$ cat src/rtl/activation_cache_if.sv
// Handshake and tap-bus bundle between an activation producer, the
// activation_cache history buffer and the downstream four-tap conv1d stage.
// Packed vectors carry D signed lanes of W bits each, lane 0 in the MSBs.
interface activation_cache_if #(
  parameter int W = 16,
  parameter int D = 8
);
  logic           in_v;       // producer has a vector on packed_in
  logic           in_ready;   // cache can accept a vector this cycle
  logic [D*W-1:0] packed_in;  // newest activation vector
  logic [D*W-1:0] packed_a0;  // x[t-3*DILATION], oldest tap
  logic [D*W-1:0] packed_a1;  // x[t-2*DILATION]
  logic [D*W-1:0] packed_a2;  // x[t-DILATION]
  logic [D*W-1:0] packed_a3;  // x[t], newest tap
  logic           out_v;      // tap buses hold a complete tap set
  logic           out_ack;    // consumer has taken the tap set

  // Producer/consumer side of the cache.
  modport master (
    output in_v, packed_in, out_ack,
    input  in_ready, packed_a0, packed_a1, packed_a2, packed_a3, out_v
  );

  // The cache itself.
  modport slave (
    input  in_v, packed_in, out_ack,
    output in_ready, packed_a0, packed_a1, packed_a2, packed_a3, out_v
  );
endinterface

$ cat src/rtl/activation_cache.sv
// Dilated causal history buffer for a four-tap conv1d stage.
// Each accepted vector is written into a circular buffer of DEPTH entries;
// the four taps (current vector and three older ones, DILATION steps apart)
// are then read out one per cycle into the tap registers and held until the
// consumer acknowledges. Taps reaching back before the first stored vector
// read as zero (causal padding). Data passes through bit-exact.
module activation_cache #(
  parameter int W        = 16,
  parameter int D        = 8,
  parameter int DILATION = 1
) (
  input  logic              clk,
  input  logic              rst,
  activation_cache_if.slave bus
);

  localparam int DEPTH = 3 * DILATION + 1;
  localparam int AW    = $clog2(DEPTH);
  localparam int FW    = $clog2(DEPTH + 1);
  localparam int VW    = D * W;

  localparam logic [AW-1:0] LAST_PTR = AW'(DEPTH - 1);
  localparam logic [AW-1:0] DEPTH_A  = AW'(DEPTH);
  localparam logic [FW-1:0] FILL_MAX = FW'(DEPTH);
  localparam logic [AW-1:0] OFF1     = AW'(DILATION);
  localparam logic [AW-1:0] OFF2     = AW'(2 * DILATION);
  localparam logic [AW-1:0] OFF3     = AW'(3 * DILATION);

  typedef enum logic [2:0] {
    IDLE,
    READ0,
    READ1,
    READ2,
    READ3,
    VALID
  } state_e;

  state_e        state_q, state_d;
  logic [AW-1:0] wp_q, wp_d;
  logic [AW-1:0] newest_q, newest_d;
  logic [FW-1:0] fill_q, fill_d;
  logic [VW-1:0] tap_q [4];
  logic [VW-1:0] tap_d [4];
  logic [VW-1:0] mem_q [DEPTH];

  logic          in_ready;
  logic          accept;
  logic          rd_en;
  logic [1:0]    rd_k;
  logic [AW-1:0] rd_off;
  logic [AW-1:0] rd_addr;
  logic [VW-1:0] rd_data;

  // The cache only listens in IDLE, and never while reset is held.
  assign in_ready = (state_q == IDLE) && !rst;
  assign accept   = bus.in_v && in_ready;

  assign bus.in_ready  = in_ready;
  assign bus.out_v     = (state_q == VALID);
  assign bus.packed_a0 = tap_q[0];
  assign bus.packed_a1 = tap_q[1];
  assign bus.packed_a2 = tap_q[2];
  assign bus.packed_a3 = tap_q[3];

  // Tap read: READk fetches tap j = 3-k from (newest - j*DILATION) mod DEPTH.
  always_comb begin
    // NOTE: every combinational output gets a default first so no path leaves it unassigned (no latch).
    rd_en  = 1'b1;
    rd_k   = 2'd0;
    rd_off = OFF3;
    unique case (state_q)
      READ0:   begin rd_k = 2'd0; rd_off = OFF3; end
      READ1:   begin rd_k = 2'd1; rd_off = OFF2; end
      READ2:   begin rd_k = 2'd2; rd_off = OFF1; end
      READ3:   begin rd_k = 2'd3; rd_off = '0;   end
      default: rd_en = 1'b0;
    endcase
    // Wrap by conditional add of DEPTH; the true result lies in [0, DEPTH),
    // so AW-bit modular arithmetic gives it exactly.
    if (newest_q >= rd_off) begin
      rd_addr = newest_q - rd_off;
    end else begin
      rd_addr = newest_q + (DEPTH_A - rd_off);
    end
    // Entries not yet written since reset are masked to zero.
    rd_data = (fill_q > FW'(rd_off)) ? mem_q[rd_addr] : '0;
  end

  // Next-state and datapath update for the accept / read-out / ack sequence.
  always_comb begin
    state_d  = state_q;
    wp_d     = wp_q;
    newest_d = newest_q;
    fill_d   = fill_q;
    tap_d    = tap_q;
    unique case (state_q)
      IDLE: begin
        if (accept) begin
          newest_d = wp_q;
          fill_d   = (fill_q == FILL_MAX) ? fill_q : fill_q + FW'(1);
          state_d  = READ0;
        end
      end
      READ0: state_d = READ1;
      READ1: state_d = READ2;
      READ2: state_d = READ3;
      READ3: state_d = VALID;
      VALID: begin
        if (bus.out_ack) begin
          wp_d    = (wp_q == LAST_PTR) ? '0 : wp_q + AW'(1);
          state_d = IDLE;
        end
      end
      default: state_d = IDLE;
    endcase
    if (rd_en) begin
      tap_d[rd_k] = rd_data;
    end
  end

  // Control and tap registers with synchronous reset.
  always_ff @(posedge clk) begin
    // NOTE: registers use non-blocking (<=) so every flop samples pre-edge values together.
    if (rst) begin
      state_q  <= IDLE;
      wp_q     <= '0;
      newest_q <= '0;
      fill_q   <= '0;
      for (int i = 0; i < 4; i++) begin
        tap_q[i] <= '0;
      end
    end else begin
      state_q  <= state_d;
      wp_q     <= wp_d;
      newest_q <= newest_d;
      fill_q   <= fill_d;
      tap_q    <= tap_d;
    end
  end

  // History storage, written only on an accepted handshake.
  always_ff @(posedge clk) begin
    // NOTE: the history array has no reset; fill masks stale entries, keeping it plain storage.
    if (accept) begin
      mem_q[wp_q] <= bus.packed_in;
    end
  end

endmodule
$ cat src/flat_wrapper.sv
// flat-port wrapper written by rule: the top's interface ports become plain ports
module activation_cache_flat 
#(
  parameter int W        = 16,
  parameter int D        = 8,
  parameter int DILATION = 1
)
  (clk, rst, bus_in_v, bus_packed_in, bus_out_ack, bus_in_ready, bus_packed_a0, bus_packed_a1, bus_packed_a2, bus_packed_a3, bus_out_v);
  activation_cache_if #(.W(W), .D(D)) bus_i ();
  input  logic clk;
  input  logic rst;
  input wire logic [$bits(bus_i.in_v)-1:0] bus_in_v;
  input wire logic [$bits(bus_i.packed_in)-1:0] bus_packed_in;
  input wire logic [$bits(bus_i.out_ack)-1:0] bus_out_ack;
  output wire logic [$bits(bus_i.in_ready)-1:0] bus_in_ready;
  output wire logic [$bits(bus_i.packed_a0)-1:0] bus_packed_a0;
  output wire logic [$bits(bus_i.packed_a1)-1:0] bus_packed_a1;
  output wire logic [$bits(bus_i.packed_a2)-1:0] bus_packed_a2;
  output wire logic [$bits(bus_i.packed_a3)-1:0] bus_packed_a3;
  output wire logic [$bits(bus_i.out_v)-1:0] bus_out_v;
  assign bus_i.in_v = bus_in_v;
  assign bus_i.packed_in = bus_packed_in;
  assign bus_i.out_ack = bus_out_ack;
  assign bus_in_ready = bus_i.in_ready;
  assign bus_packed_a0 = bus_i.packed_a0;
  assign bus_packed_a1 = bus_i.packed_a1;
  assign bus_packed_a2 = bus_i.packed_a2;
  assign bus_packed_a3 = bus_i.packed_a3;
  assign bus_out_v = bus_i.out_v;
  activation_cache #(.W(W), .D(D), .DILATION(DILATION)) u_core (.clk(clk), .rst(rst), .bus(bus_i));
endmodule
$ cat config.mk
export PLATFORM = sky130hd
export DESIGN_NAME = activation_cache_flat
export DESIGN_NICKNAME = d
export VERILOG_FILES = /design/src/rtl/activation_cache_if.sv /design/src/rtl/activation_cache.sv /design/src/flat_wrapper.sv
export SDC_FILE = /design/constraint.sdc
export NUM_CORES = 1
export LEC_CHECK = 0
export BUFFER_PORTS_ARGS = -buffer_cell sky130_fd_sc_hd__buf_4
export CORE_MARGIN = 2
export CORE_UTILIZATION = 41
export DETAILED_ROUTE_END_ITERATION = 7
export PLACE_DENSITY_LB_ADDON = 0.2
export SYNTH_ARGS = -nofsm -noshare
export SYNTH_HDL_FRONTEND = slang
export SYNTH_SLANG_ARGS = --single-unit
$ cat constraint.sdc
create_clock -name clk -period 9.5 [get_ports clk]
set_input_delay 1.9 -clock clk [delete_from_list [all_inputs] [get_ports clk]]
set_output_delay 1.9 -clock clk [all_outputs]
set_load 0.1 [all_outputs]
==> summary.md, run 1 <==
| Metric | Value |
|---|---|
| Status | `completed` |
| Synthesis-to-finish area growth | `22.46%` |
| Postcts setup bufs | `0` |
| Combinational share of power | `about 14%` |
| Synth top area cells | `edfxtp_1, dfxtp_1, o31ai_1, a2111oi_4, nand2_1` |
| Bufs on Longest Clock Path | `3` |
| Synthesized area per cell | `14.09 um^2` |
| Largest area contributor in the netlist | `edfxtp_1` |
| Req. time, crit path | `approximately 10 ns` |
| Synth top area share | `roughly 38%` |
| Hold Crit Class | `reg2reg` |
| Final hold vios | `0` |
| Post-CTS Resized | `0` |
| DRC Markers | `0` |
| Post-route ant nets | `0` |
| Final worst path period need | `approximately 4.8 ns` |
| Largest net degree at the start of global routing | `between 100 and 150` |
| Max stage delay on crit path | `around 0.9 ns` |
| Vias in the first global route | `26038` |
| CP dominant cell by count | `buf_4` |
| Largest family of logic cells by synthesized area | `compound AO/OA/AOI/OAI gates` |
| Clk_lat worst skew | `approximately 0.68 ns` |
| Max Fclk | `0.2093 GHz` |
| Maxcap violations | `0` |
| Final slew viol count | `0` |
| Slew @ Worst Pin | `1.229 ns` |
| Nets | `~3600` |
| Die Wd | `~320 um` |
| Hold_buf cts | `0` |
| Post-synth cell types | `46` |
| Die height | `approximately 320 um` |
| 1st-pass router iterations | `6` |
| Crit end category | `register` |
| Initial core utilization | `between 40% and 50%` |
| Fill cells | `around 8600` |
| Final Setup Violations | `0` |
| DPL Wire Length | `75530 um` |
| Leakage | `between 15 and 20 nW` |
| NetSw | `around 0.0029 W` |
| RSZ-0062 raised after global routing | `no` |
| Core ar. | `just under 100000 um^2` |
| I/O Pins | `646` |
| Die area | `101400 um^2` |
| Ratio of cells with drive above 1 in the final layout | `a little under a third` |
| Worst VDD drop | `about 0.00013 V` |
| Sw Share | `between 20% and 30%` |
| Synth Net Count | `slightly above 3000` |
| Tot GR Track Use | `a little under a quarter` |
| Fraction of synthesized area in multiplexers | `less than 1%` |
| Num CTS Buffers | `between 100 and 150` |
| IO Port Bufs | `645` |
| Dpl cells | `between 4000 and 5000` |
| Post-route setup TNS | `0 ns` |
| Register bit count reported by yosys | `~1000` |
| Synth warn | `0` |
| P_int | `approximately 0.0076 W` |
| First-pass GRT wire length | `between 150000 and 200000 um` |
| Clock power frac | `between 40 and 50%` |
| Post-synthesis compound-gate area fraction | `roughly 23%` |
| CP arrival | `5.37 ns` |
| Critical path's slowest cell | `buf_4` |
| Via count | `26517` |
| Drt total wl | `123700 um` |
| Post-synthesis adder-cell area fraction | `less than 1%` |
| Crit start category | `register` |
| Critical path cell sequence | `nor2b_1 -> o21bai_1 -> ha_4 -> xor2_1 -> nand3_4 -> buf_4 -> buf_4 -> a221oi_2 -> o31ai_1` |
| Post-route cell area | `about 50000 um^2` |
| Setup CP Type | `reg2reg` |
| H-tree depth | `3` |
| Final Cycle Share | `50.29%` |
| DR WL/cell | `~26 um` |
| Dpl cell area | `approximately 46000 um^2` |
| Slew margin rel. | `between 10% and 20%` |
| CTS tree | `yes` |
| Synth Area in XOR/XNOR | `0.08645%` |
| Final non-filler cell total | `between 4000 and 5000` |
| Vias per cell | `about 5.5` |
| Root Driver | `clkbuf_16` |
| Setup Skew | `about 0.016 ns` |
| Syn Inst Count | `between 2000 and 3000` |
| Worst-path fanout max | `44` |
| Pwr/cell area | `210.6 nW/um^2` |
| Synth Cell Area | `between 40000 and 50000 um^2` |
| Worst-path clk slew | `about 0.06 ns` |
| Simple-Gate Fraction of Synth Area | `9.352%` |
| # rows | `approximately 120` |
| Sequential share of power | `between 40% and 50%` |
| Clock Sinks | `slightly above 1000` |
| DRT iter0 DRCs | `between 1500 and 2000` |
| Seq/Total Area, Yosys | `63.72%` |
| Initial antenna violation count | `16` |
| GP Congestion | `0.7812` |
| Grt total ovfl | `0` |
[cells by family after synthesis]
logic type / Yosys count
AND/OR/NAND/NOR: 809
multiplexers: 1
XOR/XNOR: 4
adder cells (fa/ha/maj): 9
flip-flops: 1034
AO/OA/AOI/OAI: 784
buffers and inverters: 236
[worst paths after layout]
kind                                               from                                     end  slack, ns  depth (start not counted)
hold / removal    u_core.bus.packed_a2[23]$_SDFFE_PP0P_   u_core.bus.packed_a2[23]$_SDFFE_PP0P_       0.45                          2
setup reg to reg         u_core.state_q[2]$_SDFFE_PP0P_  u_core.bus.packed_a2[101]$_SDFFE_PP0P_       4.72                          9
hold reg to reg   u_core.bus.packed_a2[23]$_SDFFE_PP0P_   u_core.bus.packed_a2[23]$_SDFFE_PP0P_       0.45                          2
setup / recovery         u_core.state_q[2]$_SDFFE_PP0P_  u_core.bus.packed_a2[101]$_SDFFE_PP0P_       4.72                          9
[Yosys cell counts, drive strengths merged]
cell type / number
o211ai: 4
nor3b: 3
o21ai: 2
nand3b: 1
or3b: 1
buf: 83
mux2i: 1
o211a: 1
dfxtp: 522
ha: 9
nand2: 520
nand3: 4
nor2: 8
edfxtp: 512
o21bai: 1
and3: 4
nor4: 1
a21oi: 5
xor2: 1
clkbuf: 147
nor3: 3
inv: 6
a221oi: 128
xnor2: 3
a311oi: 1
o31ai: 513
or3: 1
nor2b: 260
and2: 2
and3b: 1
a2bb2oi: 1
a2111oi: 128
[cells in the final DEF (no fill, tap or decap), drive strengths merged]
master and instances:
buf 693, o21ai 2, a311oi 1, a2bb2oi 1, edfxtp 512, nor2 8, clkinv 28, a2111oi 128
xnor2 3, clkinvlp 4, nand3b 1, nor3 3, xor2 1, a221oi 128, inv 14, o31ai 513
nand3 4, o211ai 4, dfxtp 522, mux2i 1, o21bai 1, nor3b 3, nor4 1, or3b 1
a21oi 5, and3 4, clkbuf 166, bufinv 3, and3b 1, diode 10, o211a 1, nand2 520
or3 1, nor2b 260, and2 2, ha 9
[layer usage]
metal  wire, um  vias to the layer above  GRT usage (%)  share of wire, %
met1      52410                    13317          30.62                42
met5         54                        -              0             0.044
met2      60850                      809          40.10                49
met4       4122                        8          8.605               3.3
met3       6261                      205          4.166               5.1
li1           -                    12178              -                 -
[power groups by stage]
stage               clock (W)  combinational [W]  sequential (W)
finish                0.00423            0.00145         0.00476
global route          0.00448            0.00156         0.00476
CTS                   0.00431            0.00147         0.00476
detailed placement          0            0.00146         0.00486
global placement            0            0.00146         0.00486
floorplan                   0            0.00108         0.00490
[final cells by class]
| cell class | instances | area (um^2) | area share, % |
|---|---|---|---|
| clock inverters | 43 | 330.3 | 0.6656 |
| flip-flops and latches | 1034 | 25820 | 52.04 |
| diodes | 10 | 25.02 | 0.05042 |
| multi-input cells | 1607 | 13300 | 26.80 |
| well taps | 1287 | 1610 | 3.245 |
| clock buffers | 166 | 3252 | 6.553 |
| inverters | 6 | 22.52 | 0.04538 |
| repair buffers | 693 | 5265 | 10.61 |
[state kept, by name, summed over array words and instances, names as in the netlist]
register              flops
u_core.state_q            3
u_core.bus.packed_a0    128
u_core.bus.packed_a1    128
u_core.bus.packed_a2    128
u_core.newest_q           2
u_core.mem_q            512
u_core.bus.packed_a3    128
u_core.fill_q             3
u_core.wp_q               2
[stage by stage]
step	power [W]	util, %	setup WS [ns]	hold slack [ns]
3_3_place_gp	0.006315	46.90	4.810	0.4355
3_5_place_dp	0.006322	46.90	4.741	0.4400
6_report	0.01045	50.57	4.723	0.4494
5_1_grt	0.01080	50.57	4.419	0.4713
2_1_floorplan	0.005983	-	2.874	0.4529
4_1_cts	0.01053	50.55	4.720	0.4543
[critical path, delay by kind of cell (launching register included)]
| kind | cells | cell delay, ns |
|---|---|---|
| buffers and inverters | 2 | 1.70 |
| and+or+nand+nor | 2 | 1.06 |
| AOI/OAI and AO/OA | 3 | 0.73 |
| DFF | 1 | 0.55 |
| adders and majority gates | 1 | 0.20 |
| xor gates and xnor gates | 1 | 0.19 |
No activity file was read; power rests on OpenSTA's default activity.
==> run 2, diff against run 1 <==
--- a/config.mk
+++ b/config.mk
@@ -5,6 +5,7 @@
 export SDC_FILE = /design/constraint.sdc
 export NUM_CORES = 1
 export LEC_CHECK = 0
+export ABC_AREA = 1
 export BUFFER_PORTS_ARGS = -buffer_cell sky130_fd_sc_hd__buf_4
 export CORE_MARGIN = 2
 export CORE_UTILIZATION = 41
==> constraint.sdc (replaced) <==
create_clock -name clk -period 4.74 [get_ports clk]
set_input_delay 0.948 -clock clk [delete_from_list [all_inputs] [get_ports clk]]
set_output_delay 0.948 -clock clk [all_outputs]
set_load 0.1 [all_outputs]
==> summary.md, run 2 <==
| Metric | Value |
|---|---|
| Combinational share of power | `roughly 39%` |
| P_int | `about 0.018 W` |
| Slew margin rel. | `19.03%` |
| Worst-path fanout max | `about 120` |
| Slew @ Worst Pin | `1.215 ns` |
| Leakage | `approximately 18 nW` |
| Req. time, crit path | `between 5 and 6 ns` |
| Sw Share | `44.07%` |
| Hold Startpoint | `bus_packed_in[27]` |
| DRC Markers | `0` |
| Ratio of cells with drive above 1 in the final layout | `23.65%` |
| Die area | `92970 um^2` |
| Final worst path period need | `about 3.7 ns` |
| Clock Sinks | `1034` |
| Final Setup Violations | `0` |
| Max stage delay on crit path | `around 0.68 ns` |
| Max layer used | `met5` |
| Syn Inst Count | `between 3000 and 4000` |
| Post-synth EDFFs | `around 510` |
| Synth warn | `0` |
| I/O Pins | `around 650` |
| Seq/Total Area, Yosys | `a little over two thirds` |
| CP arrival | `4.26 ns` |
| Top_reg_cell synth | `dfxtp_1` |
| Critical path's slowest cell | `ha_4` |
| Vias in the first global route | `~25000` |
| Die height | `slightly above 300 um` |
| Vias per cell | `5.338` |
| Commonest non-fill, non-tap cell in the layout | `buf_4` |
| WL met1 | `between 40000 and 50000 um` |
| Max reg flops | `between 500 and 600` |
| Synthesis-to-finish area growth | `25.59%` |
| Max Fclk | `~0.27 GHz` |
| Num CTS Buffers | `107` |
| Core ar. | `89870 um^2` |
| Hold_buf cts | `0` |
| Origin of the worst setup path | `u_core.state_q[2]$_SDFFE_PP0P_` |
| Post-route setup TNS | `0 ns` |
| Setup CP Type | `reg2reg` |
| Synth top area share | `between 40 and 50%` |
| Post-route ant nets | `0` |
| Dpl cells | `approximately 4800` |
| Postcts setup bufs | `0` |
| Setup Skew | `about 0.016 ns` |
| Initial antenna violation count | `18` |
| Status | `completed` |
| Most frequent cell after synthesis | `dfxtp_1` |
| H-tree depth | `3` |
| DPL Wire Length | `68040 um` |
| Reg-to-reg critical path startpoint | `u_core.state_q[2]$_SDFFE_PP0P_` |
| Critical path cell sequence | `nand2_2 -> inv_8 -> nor2_1 -> ha_4 -> buf_12 -> nand2_1 -> a21boi_0 -> nand3_1 -> nand3_1 -> a21oi_1` |
| Via count | `~27000` |
| Largest net degree at the start of global routing | `170` |
| Post-synth cell types | `27` |
| Initial core utilization | `about two fifths` |
| Hold Crit Class | `in2reg` |
| Crit end category | `register` |
| Biggest register | `u_core.mem_q` |
| CP dominant cell by count | `nand3_1` |
| Most frequent cells in the layout | `buf_4, dfxtp_1, o21ai_0` |
| Post-CTS Resized | `0` |
| GP Congestion | `0.8070` |
| Worst-path clk slew | `0.06 ns` |
| Post-layout util | `approximately half` |
| Final slew viol count | `0` |
| Pwr/cell area | `approximately 690 nW/um^2` |
| Nets | `~3800` |
| Worst VDD drop | `around 0.0005 V` |
| # rows | `110` |
| Clock power frac | `26.7%` |
| Largest area contributor in the netlist | `edfxtp_1` |
| Drt total wl | `~110000 um` |
| Met2 wire len | `~53000 um` |
| Sequential share of power | `approximately 34%` |
| IO Port Bufs | `approximately 650` |
| Final Cycle Share | `approximately 77%` |
| Crit start category | `register` |
| Register bit count reported by yosys | `1034` |
| Synth Cell Area | `37120 um^2` |
| Final hold vios | `0` |
| Die Wd | `about 300 um` |
| DR WL/cell | `~22 um` |
| NetSw | `0.01414 W` |
| RSZ-0062 raised after global routing | `no` |
| Grt total ovfl | `0` |
| Fraction of registers with async set/reset | `0%` |
| Metal3 WL | `~7400 um` |
| 1st-pass router iterations | `6` |
| Synth Net Count | `roughly 3300` |
| DRT iter0 DRCs | `roughly 2600` |
| Tot GR Track Use | `23.11%` |
| Bufs on Longest Clock Path | `3` |
| Dpl cell area | `~43000 um^2` |
| First-pass GRT wire length | `between 150000 and 200000 um` |
| Maxcap violations | `0` |
| Final hold slack | `0.4607 ns` |
| Clk_lat worst skew | `0.69 ns` |
| Post-route cell area | `46620 um^2` |
| Commonest cells in the netlist | `dfxtp_1, o21ai_0, a21oi_1` |
| Final non-filler cell total | `~5000` |
| Synthesized area per cell | `around 12 um^2` |
| Root Driver | `clkbuf_16` |
| Synth top area cells | `edfxtp_1, dfxtp_1, o21ai_0, a21oi_1, mux2i_1` |
| CTS tree | `yes` |
==> run 2: cell count changes after synthesis, sizes merged, moves of 46 or more <==
cell     previous run  this run
a221oi            128         0
o31ai             513         0
a21oi               5       516
mux2i               1       128
o21ai               2       520
a21boi              0       128
nand2             520       270
clkbuf            147       193
nand3               4       261
a2111oi           128         0
nor2b             260         0
==> run 2: kinds of logic (layout without fill, tap and decap cells) <==
family,after synthesis,count (layout),share of synthesized area (%)
compound gates,1168,1168,16.63
fa+ha+maj,9,9,0.3033
buf+inv,292,907,3.327
flops,1034,1034,69.57
mux,128,128,3.451
other cells,0,14,0
simple gates,547,547,6.721
==> run 2: stage by stage <==
step / worst slack [ns] / power [W]
6_report: 1.084 / 0.03209
5_1_grt: 0.8336 / 0.03324
4_1_cts: 1.098 / 0.03230
3_5_place_dp: 1.113 / 0.02373
3_3_place_gp: 1.178 / 0.02367
2_1_floorplan: -0.6075 / 0.02067
==> run 2: final timing paths <==
check                                               end  slack [ns]  cells after the start
setup / recovery  u_core.bus.packed_a3[81]$_SDFFE_PP0P_        1.08                     10
hold reg to reg         u_core.newest_q[0]$_SDFFE_PP0P_        0.50                      2
hold / removal            u_core.mem_q[1][27]$_DFFE_PP_        0.46                      1
setup reg to reg  u_core.bus.packed_a3[81]$_SDFFE_PP0P_        1.08                     10
==> run 2: cell type report <==
type                            count  area, um^2
Inverter                           24       115.1
Multi-Input combinational cell   1852       10150
Tap cell                         1176        1471
Clock buffer                      151        3119
Antenna cell                       14       35.03
Clock inverter                     51       515.5
Timing Repair Buffer              681        5388
Sequential cell                  1034       25820
Fill cell                        7897       43250
==> run 2: routing by layer <==
metal	vias to the layer above	track usage, %
li1	12584	-
met1	13020	29.99
met2	779	36.51
met3	206	5.730
met4	10	10.52
met5	-	0
==> run 2: critical path: cells and delay by family, from the launching register on <==
family	cells	cell delay, ns
flip-flops	1	0.49
AND/OR/NAND/NOR	5	0.89
adder cells (fa/ha/maj)	1	0.68
buffers and inverters	2	0.85
AO/OA/AOI/OAI	2	0.36
==> run 2: power by group through the flow <==
stage	combinational, W	clock [W]	sequential [W]
finish	0.0125	0.00858	0.0110
global route	0.0130	0.00908	0.0111
CTS	0.0126	0.00872	0.0110
detailed placement	0.0126	0	0.0112
global placement	0.0125	0	0.0112
floorplan	0.00322	0	0.0175
